==> src/rtl/uart_rx_fifo_ctrl.sv <==
// UART receive sequencer: rx enable / RTS flow control plus a FWFT frame FIFO with error flags.
// Optional character timeout is built when UART_RX_TIMEOUT_EN is defined.
module uart_rx_fifo_ctrl #(
    parameter int unsigned DEPTH    = 16,
    parameter int unsigned RTS_HIGH = 12,
    parameter int unsigned RTS_LOW  = 4,
    parameter int unsigned TO_BITS  = 4
) (
    input  logic                       clk,
    input  logic                       reset_n,
    input  logic                       rx_enable_i,
    input  logic                       flush_i,
    input  logic [7:0]                 data_i,
    input  logic                       data_valid_i,
    input  logic                       parity_err_i,
    input  logic                       stop_bit_err_i,
    input  logic                       tick_i,
    input  logic                       rd_en_i,
    output logic [7:0]                 rd_data_o,
    output logic [1:0]                 rd_err_o,
    output logic [$clog2(DEPTH):0]     count_o,
    output logic                       empty_o,
    output logic                       full_o,
    output logic                       overrun_o,
    input  logic                       clr_overrun_i,
    output logic                       rx_en_o,
    output logic                       rts_no,
    output logic                       timeout_o
);

    localparam int unsigned AW = $clog2(DEPTH);
    localparam int unsigned CW = AW + 1;

    localparam logic [1:0] ST_IDLE = 2'd0;
    localparam logic [1:0] ST_RUN  = 2'd1;
    localparam logic [1:0] ST_HOLD = 2'd2;

    logic [9:0]    mem [DEPTH];
    logic [AW-1:0] wr_ptr_q, wr_ptr_d;
    logic [AW-1:0] rd_ptr_q, rd_ptr_d;
    logic [CW-1:0] count_q, count_d;
    logic          overrun_q, overrun_d;
    logic [1:0]    state_q, state_d;
    logic          rx_en_q, rx_en_d;
    logic          rts_n_q, rts_n_d;
    logic          push, pop, drop;
    logic          empty, full;

    assign empty = (count_q == '0);
    assign full  = (count_q == CW'(DEPTH));

    // A full FIFO still accepts a frame when the head is popped in the same cycle.
    assign push = data_valid_i & rx_en_q & (~full | rd_en_i);
    assign pop  = rd_en_i & ~empty;
    assign drop = data_valid_i & rx_en_q & full & ~rd_en_i;

    always_comb begin
        wr_ptr_d = wr_ptr_q;
        rd_ptr_d = rd_ptr_q;
        count_d  = count_q;
        if (flush_i) begin
            wr_ptr_d = '0;
            rd_ptr_d = '0;
            count_d  = '0;
        end else begin
            if (push) wr_ptr_d = wr_ptr_q + 1'b1;
            if (pop)  rd_ptr_d = rd_ptr_q + 1'b1;
            unique case ({push, pop})
                2'b10:   count_d = count_q + 1'b1;
                2'b01:   count_d = count_q - 1'b1;
                default: count_d = count_q;
            endcase
        end
    end

    always_comb begin
        overrun_d = overrun_q;
        if (clr_overrun_i) overrun_d = 1'b0;
        if (drop)          overrun_d = 1'b1;
    end

    always_ff @(posedge clk) begin
        if (push && !flush_i) mem[wr_ptr_q] <= {stop_bit_err_i, parity_err_i, data_i};
    end

    always_ff @(posedge clk or negedge reset_n) begin
        if (!reset_n) begin
            wr_ptr_q  <= '0;
            rd_ptr_q  <= '0;
            count_q   <= '0;
            overrun_q <= 1'b0;
        end else begin
            wr_ptr_q  <= wr_ptr_d;
            rd_ptr_q  <= rd_ptr_d;
            count_q   <= count_d;
            overrun_q <= overrun_d;
        end
    end

    // Disable has priority over the flow-control transitions in every state.
    always_comb begin
        state_d = state_q;
        unique case (state_q)
            ST_IDLE: begin
                if (rx_enable_i) begin
                    state_d = (count_q >= CW'(RTS_HIGH)) ? ST_HOLD : ST_RUN;
                end
            end
            ST_RUN: begin
                if (!rx_enable_i)                  state_d = ST_IDLE;
                else if (count_q >= CW'(RTS_HIGH)) state_d = ST_HOLD;
            end
            ST_HOLD: begin
                if (!rx_enable_i)                 state_d = ST_IDLE;
                else if (count_q <= CW'(RTS_LOW)) state_d = ST_RUN;
            end
            default: state_d = ST_IDLE;
        endcase
    end

    always_comb begin
        rx_en_d = (state_d == ST_RUN) || (state_d == ST_HOLD);
        rts_n_d = (state_d != ST_RUN);
    end

    always_ff @(posedge clk or negedge reset_n) begin
        if (!reset_n) begin
            state_q <= ST_IDLE;
            rx_en_q <= 1'b0;
            rts_n_q <= 1'b1;
        end else begin
            state_q <= state_d;
            rx_en_q <= rx_en_d;
            rts_n_q <= rts_n_d;
        end
    end

`ifdef UART_RX_TIMEOUT_EN
    localparam int unsigned BW = $clog2(TO_BITS + 1);

    logic [3:0]    tick_cnt_q, tick_cnt_d;
    logic [BW-1:0] bit_cnt_q, bit_cnt_d;
    logic          timeout_q, timeout_d;
    logic          to_clear;

    assign to_clear = push | pop | flush_i | empty;

    always_comb begin
        tick_cnt_d = tick_cnt_q;
        bit_cnt_d  = bit_cnt_q;
        timeout_d  = timeout_q;
        if (to_clear) begin
            tick_cnt_d = '0;
            bit_cnt_d  = '0;
            timeout_d  = 1'b0;
        end else begin
            if (tick_i) begin
                tick_cnt_d = tick_cnt_q + 1'b1;
                if (tick_cnt_q == 4'hf && bit_cnt_q != BW'(TO_BITS)) begin
                    bit_cnt_d = bit_cnt_q + 1'b1;
                end
            end
            if (bit_cnt_q == BW'(TO_BITS)) timeout_d = 1'b1;
        end
    end

    always_ff @(posedge clk or negedge reset_n) begin
        if (!reset_n) begin
            tick_cnt_q <= '0;
            bit_cnt_q  <= '0;
            timeout_q  <= 1'b0;
        end else begin
            tick_cnt_q <= tick_cnt_d;
            bit_cnt_q  <= bit_cnt_d;
            timeout_q  <= timeout_d;
        end
    end

    assign timeout_o = timeout_q;
`else
    logic unused_to;
    assign unused_to = tick_i;
    assign timeout_o = 1'b0;
`endif

    logic [9:0] head;
    assign head = empty ? 10'd0 : mem[rd_ptr_q];

    assign rd_data_o = head[7:0];
    assign rd_err_o  = head[9:8];
    assign count_o   = count_q;
    assign empty_o   = empty;
    assign full_o    = full;
    assign overrun_o = overrun_q;
    assign rx_en_o   = rx_en_q;
    assign rts_no    = rts_n_q;

endmodule

==> config.mk <==
export PLATFORM = sky130hd
export DESIGN_NAME = uart_rx_fifo_ctrl
export DESIGN_NICKNAME = d
export VERILOG_FILES = /design/src/rtl/uart_rx_fifo_ctrl.sv
export SDC_FILE = /design/constraint.sdc
export NUM_CORES = 1
export LEC_CHECK = 0
export BUFFER_PORTS_ARGS = -buffer_cell sky130_fd_sc_hd__buf_2
export CAP_MARGIN = 20
export CORE_ASPECT_RATIO = 1.2
export CORE_MARGIN = 2
export CORE_UTILIZATION = 55
export CTS_CLUSTER_DIAMETER = 30
export DETAILED_ROUTE_END_ITERATION = 7
export PLACE_DENSITY = 0.76
export SKIP_CTS_REPAIR_TIMING = 1
export SLEW_MARGIN = 20
export SYNTH_ARGS = -nofsm -noshare
export SYNTH_HDL_FRONTEND = slang
export SYNTH_SLANG_ARGS = --single-unit
==> constraint.sdc <==
create_clock -name clk -period 2.25 [get_ports clk]
set_input_delay 0.675 -clock clk [delete_from_list [all_inputs] [get_ports clk]]
set_output_delay 0.675 -clock clk [all_outputs]
set_load 0.05 [all_outputs]
==> metrics.md, run 1 <==
| Metric | Value |
|---|---|
| Outcome | `finished with violations` |
| Failing checks | `setup timing` |
| Yosys warns | `0` |
| Worst EP arrival | `around 2200 ps` |
| Placed standard-cell area | `0.00828 sq mm` |
| Sw Pwr | `roughly 3.7 mW` |
| Number of port buffers | `36` |
| Hold Crit Class | `in -> async` |
| Row count | `45` |
| Post-layout util | `0.723` |
| Vias per cell | `~6.1` |
| Met1 wire length | `6080 um` |
| Post-synth EDFFs | `between 150 and 200` |
| Layout fillers | `around 800` |
| Core Footprint | `0.0127 sq mm` |
| Number of global-route vias before repair | `between 4000 and 5000` |
| Setup-failing EPs final | `13` |
| Syn_nets | `about 400` |
| N_diodes | `0` |
| Seq cells post-synth | `between 150 and 200` |
| WP data required | `~1600 ps` |
| Initial antenna violation count | `0` |
| Peak VDD IR | `slightly above 1000 uV` |
| CP startpoint kind | `flip-flop` |
| Crit Path Class | `reg -> out` |
| H-tree levels | `4` |
| DP Cell Count | `roughly 620` |
| Commonest non-fill, non-tap cell in the layout | `edfxtp_1` |
| Synth top area share | `0.667` |
| Top Ports | `39` |
| Clock transition at path regs | `approximately 60 ps` |
| Mapped cell area | `0.00720 sq mm` |
| Final Critical Period | `2860 ps` |
| Max Used Layer | `met4` |
| Worst-skew pair later-pin latency | `420 ps` |
| Leakage | `between 3 and 4 nW` |
| Fin crit share | `1.27` |
| Clock power share | `0.260` |
| Wire length on met2 | `~9500 um` |
| Nets | `510` |
| Die height | `about 130 um` |
| Internal Dissipation | `7.28 mW` |
| Global-route wire length before repair | `between 20000 and 25000 um` |
| Starting density of the core | `0.566` |
| Ys flop type | `edfxtp_1` |
| Final wirelength | `roughly 17000 um` |
| CTS Sinks | `between 150 and 200` |
| Num CTS Buffers | `17` |
| Commonest cells after routing, fill and taps aside | `160 x edfxtp_1, 46 x buf_4, 40 x mux4_2` |
| Post-route design area | `0.00920 sq mm` |
| Switch share | `0.337` |
| Comb pwr share | `0.392` |
| Ratio of cells with drive above 1 in the final layout | `0.433` |
| Fin. Hold Viols | `0` |
| Detailed Place HPWL | `~10000 um` |
| Pre-antenna DRT Iters | `5` |
| Via count | `4046` |
| Synth async-reset ratio | `0.101` |
| Largest net degree at the start of global routing | `35` |
| ANT nets after route | `0` |
| Post-synthesis sequential area ratio | `0.730` |
| Iter 0 DRT Violations | `319` |
| Yosys cell types | `41` |
| DRC viols | `0` |
| Area contributors post-synth | `edfxtp_1 67%, mux4_2 13%, dfrtp_1 5.9%` |
| DR WL/cell | `between 20 and 30 um` |
| Area leader, netlist | `edfxtp_1` |
| RSZ-0062 raised after global routing | `yes` |
| Setup crit end kind | `primary output` |
| Largest buffer count on any clock path | `2` |
| Mapped Cells | `383` |
| Worst Setup Slack, final | `-608 ps` |
| Setup Slack @ Placement | `-289 ps` |
| Die width | `108 um` |
| Max Clock Skew | `roughly 5.9 ps` |
| Crit-path max FO | `7` |
| Seq pwr share | `0.348` |
| Non-filler instance count after layout | `between 600 and 700` |
| TritonCTS clock tree | `done` |
| Routability Congestion | `~0.84` |
| Fmax | `approximately 350 MHz` |
| Total gr overflow | `0` |
| Met3 wire length | `approximately 850 um` |
| Die area | `~0.014 sq mm` |
| Mean Syn Cell Area | `roughly 19 sq um` |
| Layout area overhead | `27.7%` |
| Max-Cap Viols | `0` |
| Root Buffer | `clkbuf_16` |
| Fin. max-slew vios | `0` |
| PD cells | `approximately 1200 mW/mm^2` |
| Global Route Usage Sum | `0.250` |
-- cells in the mapped netlist, types with 2 or more instances --
cell type,count
a21oi_1,7
buf_2,6
clkbuf_1,11
dfrtp_1,17
edfxtp_1,160
ha_1,8
inv_1,10
mux2i_1,23
mux4_2,40
nand2_1,11
nand2b_1,2
nand3_1,3
nand4_1,2
nor2_1,37
o21ai_0,2
o22ai_1,10
or3_1,2
xnor2_1,4
xor2_1,6
-- registers in the layout, summed over array words and instances, names as in the netlist --
name and cells:
wr_ptr_q 4, rts_no 1, overrun_o 1, rd_ptr_q 4
count_o 5, rx_en_o 1, state_q 2, mem 160
-- cell families (layout without fill, tap and decap cells) --
kind of cell             Yosys count  in the layout  synth area share
flip-flops                       178            178             0.730
multiplexers                      63             63             0.157
AND/OR/NAND/NOR                   63             63            0.0401
AO/OA/AOI/OAI                     30             30            0.0281
buffers and inverters             30            144            0.0182
XOR/XNOR                          10             10            0.0122
adder cells (fa/ha/maj)            8              8            0.0139
other                              1              1          0.000521
-- final cells by class --
type	count	area [sq um]	share of cell area
clock buffer	19	433	0.0471
timing repair buffer	102	981	0.107
multi-input combinational	175	2140	0.233
clock inverter	13	136	0.0148
inverter	10	40.0	0.00435
sequential	178	5260	0.572
tap	164	205	0.0223
-- worst max-delay path: stages (launching register included) --
cell	delay, ps
dfrtp_2	380
buf_12	160
buf_8	130
mux4_2	530
mux2i_1	280
o22ai_4	120
buf_6	160
-- through the flow --
step,total power [mW],setup TNS [ps],hold WS (ps)
floorplan,6.52,-2280,379
global placement,7.40,-2430,477
detailed placement,7.49,-2690,514
CTS,10.3,-7750,188
global route,11.4,-6610,208
finish,11.0,-5970,183
-- power groups by stage --
stage          clock [mW]  sequential [mW]  combinational [mW]
3_5_place_dp            0             3.90                3.59
4_1_cts              2.86             3.83                3.62
2_1_floorplan           0             4.08                2.43
5_1_grt              3.01             3.83                4.54
6_report             2.85             3.82                4.30
3_3_place_gp            0             3.89                3.51
-- final timing paths --
kind                       slack, ps                 endpoint  depth (start not counted)               startpoint
max reg2reg                     -130   count_o[4]$_DFFE_PN0P_                         10   count_o[1]$_DFFE_PN0P_
max in group asynchronous       1740         rts_no$_DFF_PN1_                          1                  reset_n
min in group clk                 500  wr_ptr_q[2]$_DFFE_PN0P_                          2                  flush_i
max                             -610             rd_data_o[3]                          6  rd_ptr_q[0]$_DFFE_PN0P_
min                              180     state_q[1]$_DFF_PN0_                          1                  reset_n
min reg2reg                      530    overrun_o$_DFFE_PN0P_                          1    overrun_o$_DFFE_PN0P_
-- routing by layer --
layer / track usage / vias up
li1: - / 1730
met1: 0.306 / 2121
met2: 0.451 / 170
met3: 0.0498 / 25
met4: 0.0747 / 0
met5: 0 / -
(Power assumes the default switching activity.)
==> run 2, diff against run 1 <==
--- a/config.mk
+++ b/config.mk
@@ -13,7 +13,6 @@
 export CTS_CLUSTER_DIAMETER = 30
 export DETAILED_ROUTE_END_ITERATION = 7
 export PLACE_DENSITY = 0.76
-export SKIP_CTS_REPAIR_TIMING = 1
 export SLEW_MARGIN = 20
 export SYNTH_ARGS = -nofsm -noshare
 export SYNTH_HDL_FRONTEND = slang
==> run 2 against run 1 <==
  * The run still ends with setup timing left
  * Routed wire length is 1.8% lower
  * Clock-buffer cell count unchanged
  * Non-clock buffer count grew 1
  * Combinational power fell by 1%
  * Final cell count grew 0.15%
  * Critical path depth unchanged
  * Critical path type unchanged
  * Critical endpoint is now rd_data_o[6]
  * Largest cell class unchanged
==> metrics.md, run 2 (synthesized netlist as in run 1, its figures left out) <==
| Metric | Value |
|---|---|
| Outcome | `finished with violations` |
| Failing checks | `setup timing` |
| Row count | `45 (unchanged)` |
| Max-Cap Viols | `0 (unchanged)` |
| CP startpoint kind | `flip-flop` |
| Pre-antenna DRT Iters | `4 (-1)` |
| Fin. Hold Viols | `0 (unchanged)` |
| Worst r2r path cells | `10 (unchanged)` |
| Largest buffer count on any clock path | `2 (unchanged)` |
| Post-layout util | `0.722 (-0.000983)` |
| Fmax | `353 MHz (+0.81%)` |
| Most flops, register | `mem` |
| DR WL/cell | `24.8 um (-1.9%)` |
| Largest net degree at the start of global routing | `35 (unchanged)` |
| Vias per cell | `5.93 (-3.1%)` |
| N_diodes | `0 (unchanged)` |
| Cell-by-cell trace of the critical path | `buf_12 -> buf_12 -> mux4_2 -> mux2i_4 -> o22ai_4 -> buf_6` |
| Starting density of the core | `0.566 (unchanged)` |
| Total gr overflow | `0 (unchanged)` |
| Initial antenna violation count | `0 (unchanged)` |
| Setup Slack @ Placement | `-289 ps (unchanged)` |
| Top Ports | `39 (unchanged)` |
| Leakage | `3.16 nW (about the same)` |
| Global Route Usage Sum | `0.262 (+0.0121)` |
| Crit-path slowest cell | `mux4_2` |
| Clock power share | `0.259 (about the same)` |
| Commonest cells after routing, fill and taps aside | `160 x edfxtp_1, 47 x buf_4, 40 x mux4_2` |
| Iter 0 DRT Violations | `268 (-16%)` |
| Fin crit share | `1.26 (-0.0102)` |
| Via count | `3928 (-2.9%)` |
| PD cells | `1190 mW/mm^2 (-0.60%)` |
| WP data required | `1570 ps (about the same)` |
| Die width | `108 um (unchanged)` |
| Internal Dissipation | `7.25 mW (-0.39%)` |
| Fin. max-slew vios | `0 (unchanged)` |
| Tot Pwr | `10.9 mW (-0.73%)` |
| Worst-skew pair later-pin latency | `420 ps (about the same)` |
| CTS Hold Bufs | `0` |
| Final Critical Period | `2840 ps (-22.9 ps)` |
| CP dominant cell by count | `buf_12` |
| Sw Pwr | `3.64 mW (-1.4%)` |
| Ratio of cells with drive above 1 in the final layout | `0.426 (-0.00689)` |
| Peak VDD IR | `1060 uV (+4.3%)` |
| Root Buffer | `clkbuf_16` |
| Seq pwr share | `0.351 (+0.003)` |
| Nets | `511 (+0.20%)` |
| Worst EP arrival | `2160 ps (-20 ps)` |
| Comb pwr share | `0.390 (-0.002)` |
| Routability Congestion | `0.843 (unchanged)` |
| Die area | `0.0140 sq mm (unchanged)` |
| Setup crit end kind | `primary output` |
| Die height | `129 um (unchanged)` |
| Worst r2r src | `count_o[2]$_DFFE_PN0P_` |
| Critical path's largest stage delay | `550 ps (+20 ps)` |
| Core Footprint | `0.0127 sq mm (unchanged)` |
| Max FFs per register | `160 (unchanged)` |
| Worst Setup Slack, final | `-585 ps (+22.9 ps)` |
| Placed standard-cell area | `0.00828 sq mm (unchanged)` |
| Layout area overhead | `27.5%` |
| Post-route design area | `0.00918 sq mm (-0.14%)` |
| Switch share | `0.334 (-0.00227)` |
| Max Clock Skew | `7.46 ps (+1.51 ps)` |
| R2R Setup Slk | `-100 ps (+30 ps)` |
| Clock transition at path regs | `60 ps (about the same)` |
| RSZ-0062 raised after global routing | `yes` |
| DRC viols | `0 (unchanged)` |
| Number of global-route vias before repair | `4322 (+3.1%)` |
| Commonest non-fill, non-tap cell in the layout | `edfxtp_1` |
| CTS Sinks | `178 (unchanged)` |
| Fin Hold WS | `185 ps (+2.08 ps)` |
| Number of port buffers | `36 (unchanged)` |
| Crit Path Class | `reg -> out` |
| H-tree levels | `4 (unchanged)` |
| Crit-path max FO | `11 (+4)` |
| Final wirelength | `16400 um (-1.8%)` |
| Hold Crit Class | `in -> async` |
| Num CTS Buffers | `17 (unchanged)` |
| Reg2reg end | `count_o[4]$_DFFE_PN0P_` |
| TritonCTS clock tree | `done` |
| ANT nets after route | `0 (unchanged)` |
| Global-route wire length before repair | `25500 um (+3.7%)` |
| Detailed Place HPWL | `9850 um (unchanged)` |
| Setup-failing EPs final | `13 (unchanged)` |
## run 2: cell count changes in the layout (fill, tap and decap cells not counted), sizes merged
| cell | delta |
|---|---|
| buf | +2 |
| clkbuf | -1 |
## run 2: worst max-delay path: cells and delay by family, from the launching register on
family	cells	cell delay, ps
mux	2	760
buf+inv	3	470
flops	1	400
compound gates	1	110
## run 2: final cells by class
class / instances / area (sq um)
sequential: 178 / 5260
tap: 164 / 205
clock inverter: 13 / 136
timing repair buffer: 103 / 987
fill: 784 / 3540
multi-input combinational: 175 / 2120
clock buffer: 19 / 433
inverter: 10 / 40.0
## run 2: through the flow
| stage | setup TNS [ps] | std cells |
|---|---|---|
| after floorplan | -2280 | 383 |
| after global placement | -2430 | 623 |
| after detailed placement | -2690 | 623 |
| after CTS | -5850 | 661 |
| after global routing | -6630 | 662 |
| final | -5800 | 662 |
## run 2: worst max-delay path by stage
stage	startpoint	to	slack, ps
finish	rd_ptr_q[0]$_DFFE_PN0P_	rd_data_o[6]	-590
global route	rd_ptr_q[0]$_DFFE_PN0P_	rd_data_o[6]	-640
CTS	rd_ptr_q[0]$_DFFE_PN0P_	rd_err_o[1]	-580
detailed placement	rd_ptr_q[0]$_DFFE_PN0P_	rd_data_o[6]	-290
global placement	rd_ptr_q[0]$_DFFE_PN0P_	rd_data_o[6]	-280
floorplan	count_o[2]$_DFFE_PN0P_	rd_data_o[0]	-200
## run 2: repair_timing
action | 4_1_cts | 5_1_grt
setup buffers | 7 | 2
gates resized for setup | 54 | 7
endpoints found under the setup margin | 13 | 13
gates cloned | 1 | 0
pin swaps | 4 | 5
## run 2: power groups by stage
| stage | clock network [mW] | registers [mW] | logic [mW] |
|---|---|---|---|
| 3_5_place_dp | 0 | 3.90 | 3.59 |
| 3_3_place_gp | 0 | 3.89 | 3.51 |
| 6_report | 2.82 | 3.82 | 4.25 |
| 4_1_cts | 2.86 | 3.82 | 4.19 |
| 5_1_grt | 3.00 | 3.83 | 4.48 |
| 2_1_floorplan | 0 | 4.08 | 2.43 |
## run 2: per-layer routing
| layer | part of all wire | track usage | vias up |
|---|---|---|---|
| li1 | - | - | 1734 |
| met1 | 0.36 | 0.301 | 2011 |
| met2 | 0.55 | 0.464 | 156 |
| met3 | 0.058 | 0.0609 | 27 |
| met4 | 0.030 | 0.124 | 0 |
| met5 | 0 | 0 | - |
==> run 3, diff against run 2 <==
--- a/config.mk
+++ b/config.mk
@@ -5,6 +5,7 @@
 export SDC_FILE = /design/constraint.sdc
 export NUM_CORES = 1
 export LEC_CHECK = 0
+export ABC_AREA = 1
 export BUFFER_PORTS_ARGS = -buffer_cell sky130_fd_sc_hd__buf_2
 export CAP_MARGIN = 20
 export CORE_ASPECT_RATIO = 1.2
==> run 3 against run 2 <==
  * The run still ends with setup timing left
  * Worst setup slack gained 30 ps
  * Fmax grew 1.1%
  * Sequential power is essentially flat
  * Flip-flop and latch count is the same
  * First-iteration DRC count grew 140%
  * Global-route usage grew 1.8 points
  * Clock-buffer cell count is the same
  * Critical path type unchanged
  * Clock skew grew 0.95 ps
  * Area after synthesis grew 3.0%
==> metrics.md, run 3 <==
| Metric | Value |
|---|---|
| Global-route wire length before repair | `29600 um (+16%)` |
| Outcome | `finished with violations` |
| Mapped cell area | `0.00742 sq mm (+3.0%)` |
| Area contributors post-synth | `edfxtp_1 65%, nor2_1 5.9%, dfrtp_1 5.7%` |
| Number of global-route vias before repair | `5417 (+25%)` |
| Nets | `709 (+39%)` |
| Die area | `0.0144 sq mm (+2.9%)` |
| CTS Sinks | `178 (unchanged)` |
| Fmax | `356 MHz (+1.1%)` |
| Top cells by count, synth | `160 x edfxtp_1, 116 x nor2_1, 80 x o21ai_0` |
| R2R Setup Slk | `210 ps (+310 ps)` |
| Worst r2r src | `count_o[0]$_DFFE_PN0P_` |
| WP data required | `1570 ps (about the same)` |
| Crit-path slowest cell | `dfrtp_2` |
| Core Footprint | `0.0132 sq mm (+3.6%)` |
| Ys flop type | `edfxtp_1` |
| CTS Hold Bufs | `0 (unchanged)` |
| Internal Dissipation | `7.41 mW (+2.2%)` |
| Syn_nets | `628 (+54%)` |
| Area leader, netlist | `edfxtp_1` |
| Top Ports | `39 (unchanged)` |
| Max Clock Skew | `8.41 ps (+0.948 ps)` |
| Fin. max-slew vios | `0 (unchanged)` |
| Placed standard-cell area | `0.00817 sq mm (-1.3%)` |
| Die height | `131 um (+1.5%)` |
| Final wirelength | `19900 um (+22%)` |
| Switch share | `0.399 (+0.0643)` |
| H-tree levels | `4 (unchanged)` |
| Ratio of cells with drive above 1 in the final layout | `0.312 (-0.114)` |
| N_diodes | `0 (unchanged)` |
| Layout fillers | `793 (+1.1%)` |
| Leakage | `3.36 nW (+6.3%)` |
| Synth top area share | `0.647 (-0.0197)` |
| Final Critical Period | `2810 ps (-29.7 ps)` |
| Iter 0 DRT Violations | `656 (+140%)` |
| Num CTS Buffers | `17 (unchanged)` |
| Detailed Place HPWL | `10700 um (+8.9%)` |
| Worst-skew pair later-pin latency | `420 ps (about the same)` |
| Post-route design area | `0.00939 sq mm (+2.2%)` |
| Global Route Usage Sum | `0.281 (+0.0182)` |
| DRC viols | `0 (unchanged)` |
| TritonCTS clock tree | `done` |
| Hold Crit Class | `in -> async` |
| Fin crit share | `1.25 (-0.0132)` |
| Failing checks | `setup timing` |
| Die width | `110 um (+1.5%)` |
| Mapped Cells | `602 (+57%)` |
| Pre-antenna DRT Iters | `6 (+2)` |
| Root Buffer | `clkbuf_16` |
| Layout area overhead | `26.5%` |
| Synth async-reset ratio | `0.101 (unchanged)` |
| RSZ-0062 raised after global routing | `yes` |
| Sw Pwr | `4.91 mW (+35%)` |
| Starting density of the core | `0.563 (-0.00294)` |
| Seq pwr share | `0.312 (-0.039)` |
| Post-synth EDFFs | `160 (unchanged)` |
| Post-layout util | `0.712 (-0.00947)` |
| Buf/Inv on CP | `3 (unchanged)` |
| Commonest cells after routing, fill and taps aside | `160 x edfxtp_1, 102 x nor2_1, 69 x o21ai_0` |
| Crit Path Class | `reg -> out` |
| Reg2reg end | `count_o[4]$_DFFE_PN0P_` |
| Seq cells post-synth | `178 (unchanged)` |
| Setup crit end kind | `primary output` |
| Worst setup path end | `rd_data_o[3]` |
| Initial antenna violation count | `0 (unchanged)` |
| Worst Setup Slack, final | `-556 ps (+29.7 ps)` |
| Worst EP arrival | `2130 ps (-30 ps)` |
| Post-synthesis sequential area ratio | `0.708 (-0.0215)` |
| Number of port buffers | `36 (unchanged)` |
| PD cells | `1310 mW/mm^2 (+11%)` |
| Crit. path cell count | `7 (+1)` |
| Critical path's largest stage delay | `470 ps (-80 ps)` |
| Yosys warns | `0 (unchanged)` |
| Yosys cell types | `37 (-9.8%)` |
| Commonest non-fill, non-tap cell in the layout | `edfxtp_1` |
| Largest buffer count on any clock path | `2 (unchanged)` |
| Fin. Hold Viols | `0 (unchanged)` |
| Total gr overflow | `0 (unchanged)` |
| Largest net degree at the start of global routing | `35 (unchanged)` |
| Most flops, register | `mem` |
| Comb pwr share | `0.469 (+0.079)` |
| CP startpoint kind | `flip-flop` |
| Max FFs per register | `160 (unchanged)` |
| Crit path from | `rd_ptr_q[0]$_DFFE_PN0P_` |
| Peak VDD IR | `1180 uV (+11%)` |
| Clock power share | `0.219 (-0.040)` |
| Crit-path max FO | `12 (+1)` |
| Setup-failing EPs final | `10 (-3)` |
| Row count | `46 (+2.2%)` |
| ANT nets after route | `0 (unchanged)` |
| Clock transition at path regs | `70 ps (about the same)` |
| Crit-path leading delay family | `compound AO/OA/AOI/OAI gates` |
| Most frequent cell after synthesis | `edfxtp_1` |
| Worst r2r path cells | `10 (unchanged)` |
| Fin Hold WS | `190 ps (+5.36 ps)` |
| Via count | `5488 (+40%)` |
| Mean Syn Cell Area | `12.3 sq um (-34%)` |
| Cell-by-cell trace of the critical path | `buf_4 -> buf_12 -> o21ai_0 -> o221ai_2 -> nand3_2 -> a21oi_4 -> buf_6` |
| Max-Cap Viols | `0 (unchanged)` |
| Vias per cell | `6.35 (+7.1%)` |
| DR WL/cell | `23.1 um (-6.9%)` |
| Routability Congestion | `0.868 (+2.9%)` |
-- run 3: cell types whose count changed in the layout (fill, tap and decap cells not counted), moves of 10 or more --
cell,change
a21oi_4,+10
inv_1,+13
mux2i_1,-10
mux2i_4,-10
mux4_2,-40
nand2_1,+27
nand3_1,+12
nor2_1,+69
o21ai_0,+67
o21ai_1,+13
o21ai_2,+13
o221ai_1,+15
o221ai_2,+11
o22ai_4,-10
-- run 3: cells by family (layout without fill, tap and decap cells) --
kind of cell    after synthesis  in the layout  share of synthesized area
flops                       178            178                      0.708
xor+xnor                      2              2                    0.00236
fa+ha+maj                     8              8                     0.0135
simple gates                194            194                      0.116
compound gates              156            156                      0.123
buf+inv                      63            157                     0.0371
other cells                   1              1                   0.000505
-- run 3: power groups by stage --
stage | registers [mW] | clock network, mW | logic [mW]
after floorplan | 4.05 | 0 | 2.86
after global placement | 3.90 | 0 | 4.08
after detailed placement | 3.91 | 0 | 4.20
after CTS | 3.83 | 2.68 | 5.38
after global routing | 3.85 | 2.82 | 6.05
final | 3.84 | 2.70 | 5.78
-- run 3: what timing repair did --
item	CTS	global route
gates resized for setup	75	42
setup endpoints to repair	11	11
endpoints found under the hold margin	0	0
setup buffers	12	1
gates cloned	5	1
pin swaps	36	36
-- run 3: how the worst min path moves through the flow --
stage,from,to,slack [ps],cells after the start
2_1_floorplan,reset_n,count_o[0]$_DFFE_PN0P_,380,0
3_3_place_gp,state_q[1]$_DFF_PN0_,state_q[0]$_DFF_PN0_,470,1
3_5_place_dp,state_q[1]$_DFF_PN0_,state_q[0]$_DFF_PN0_,510,1
4_1_cts,reset_n,state_q[1]$_DFF_PN0_,190,1
5_1_grt,reset_n,state_q[1]$_DFF_PN0_,210,1
6_report,reset_n,count_o[4]$_DFFE_PN0P_,190,1
-- run 3: routing by layer --
metal  up-vias  track usage  routed length [um]  share of wire
met5         -            0                   0              0
met4         0        0.136                 759          0.038
met3        63       0.0556                1820          0.091
met2       369        0.463               10400           0.52
met1      2694        0.350                6960           0.35
li1       2362            -                   -              -
-- run 3: per-stage QoR --
stage / cells / TNS, ps / power, mW / setup WS, ps
floorplan: 602 / 0 / 6.91 / 22.4
global placement: 814 / -818 / 7.98 / -116
detailed placement: 814 / -1190 / 8.11 / -167
CTS: 863 / -4800 / 11.9 / -515
global route: 864 / -5760 / 12.7 / -619
finish: 864 / -5100 / 12.3 / -556
-- run 3: area by class of cell --
cell class,count,area (sq um),area share
Inverter,30,123,0.0131
Tap cell,168,210,0.0224
Multi-Input combinational cell,361,2280,0.242
Clock buffer,19,433,0.0461
Sequential cell,178,5270,0.561
Timing Repair Buffer,95,978,0.104
Clock inverter,13,103,0.0109
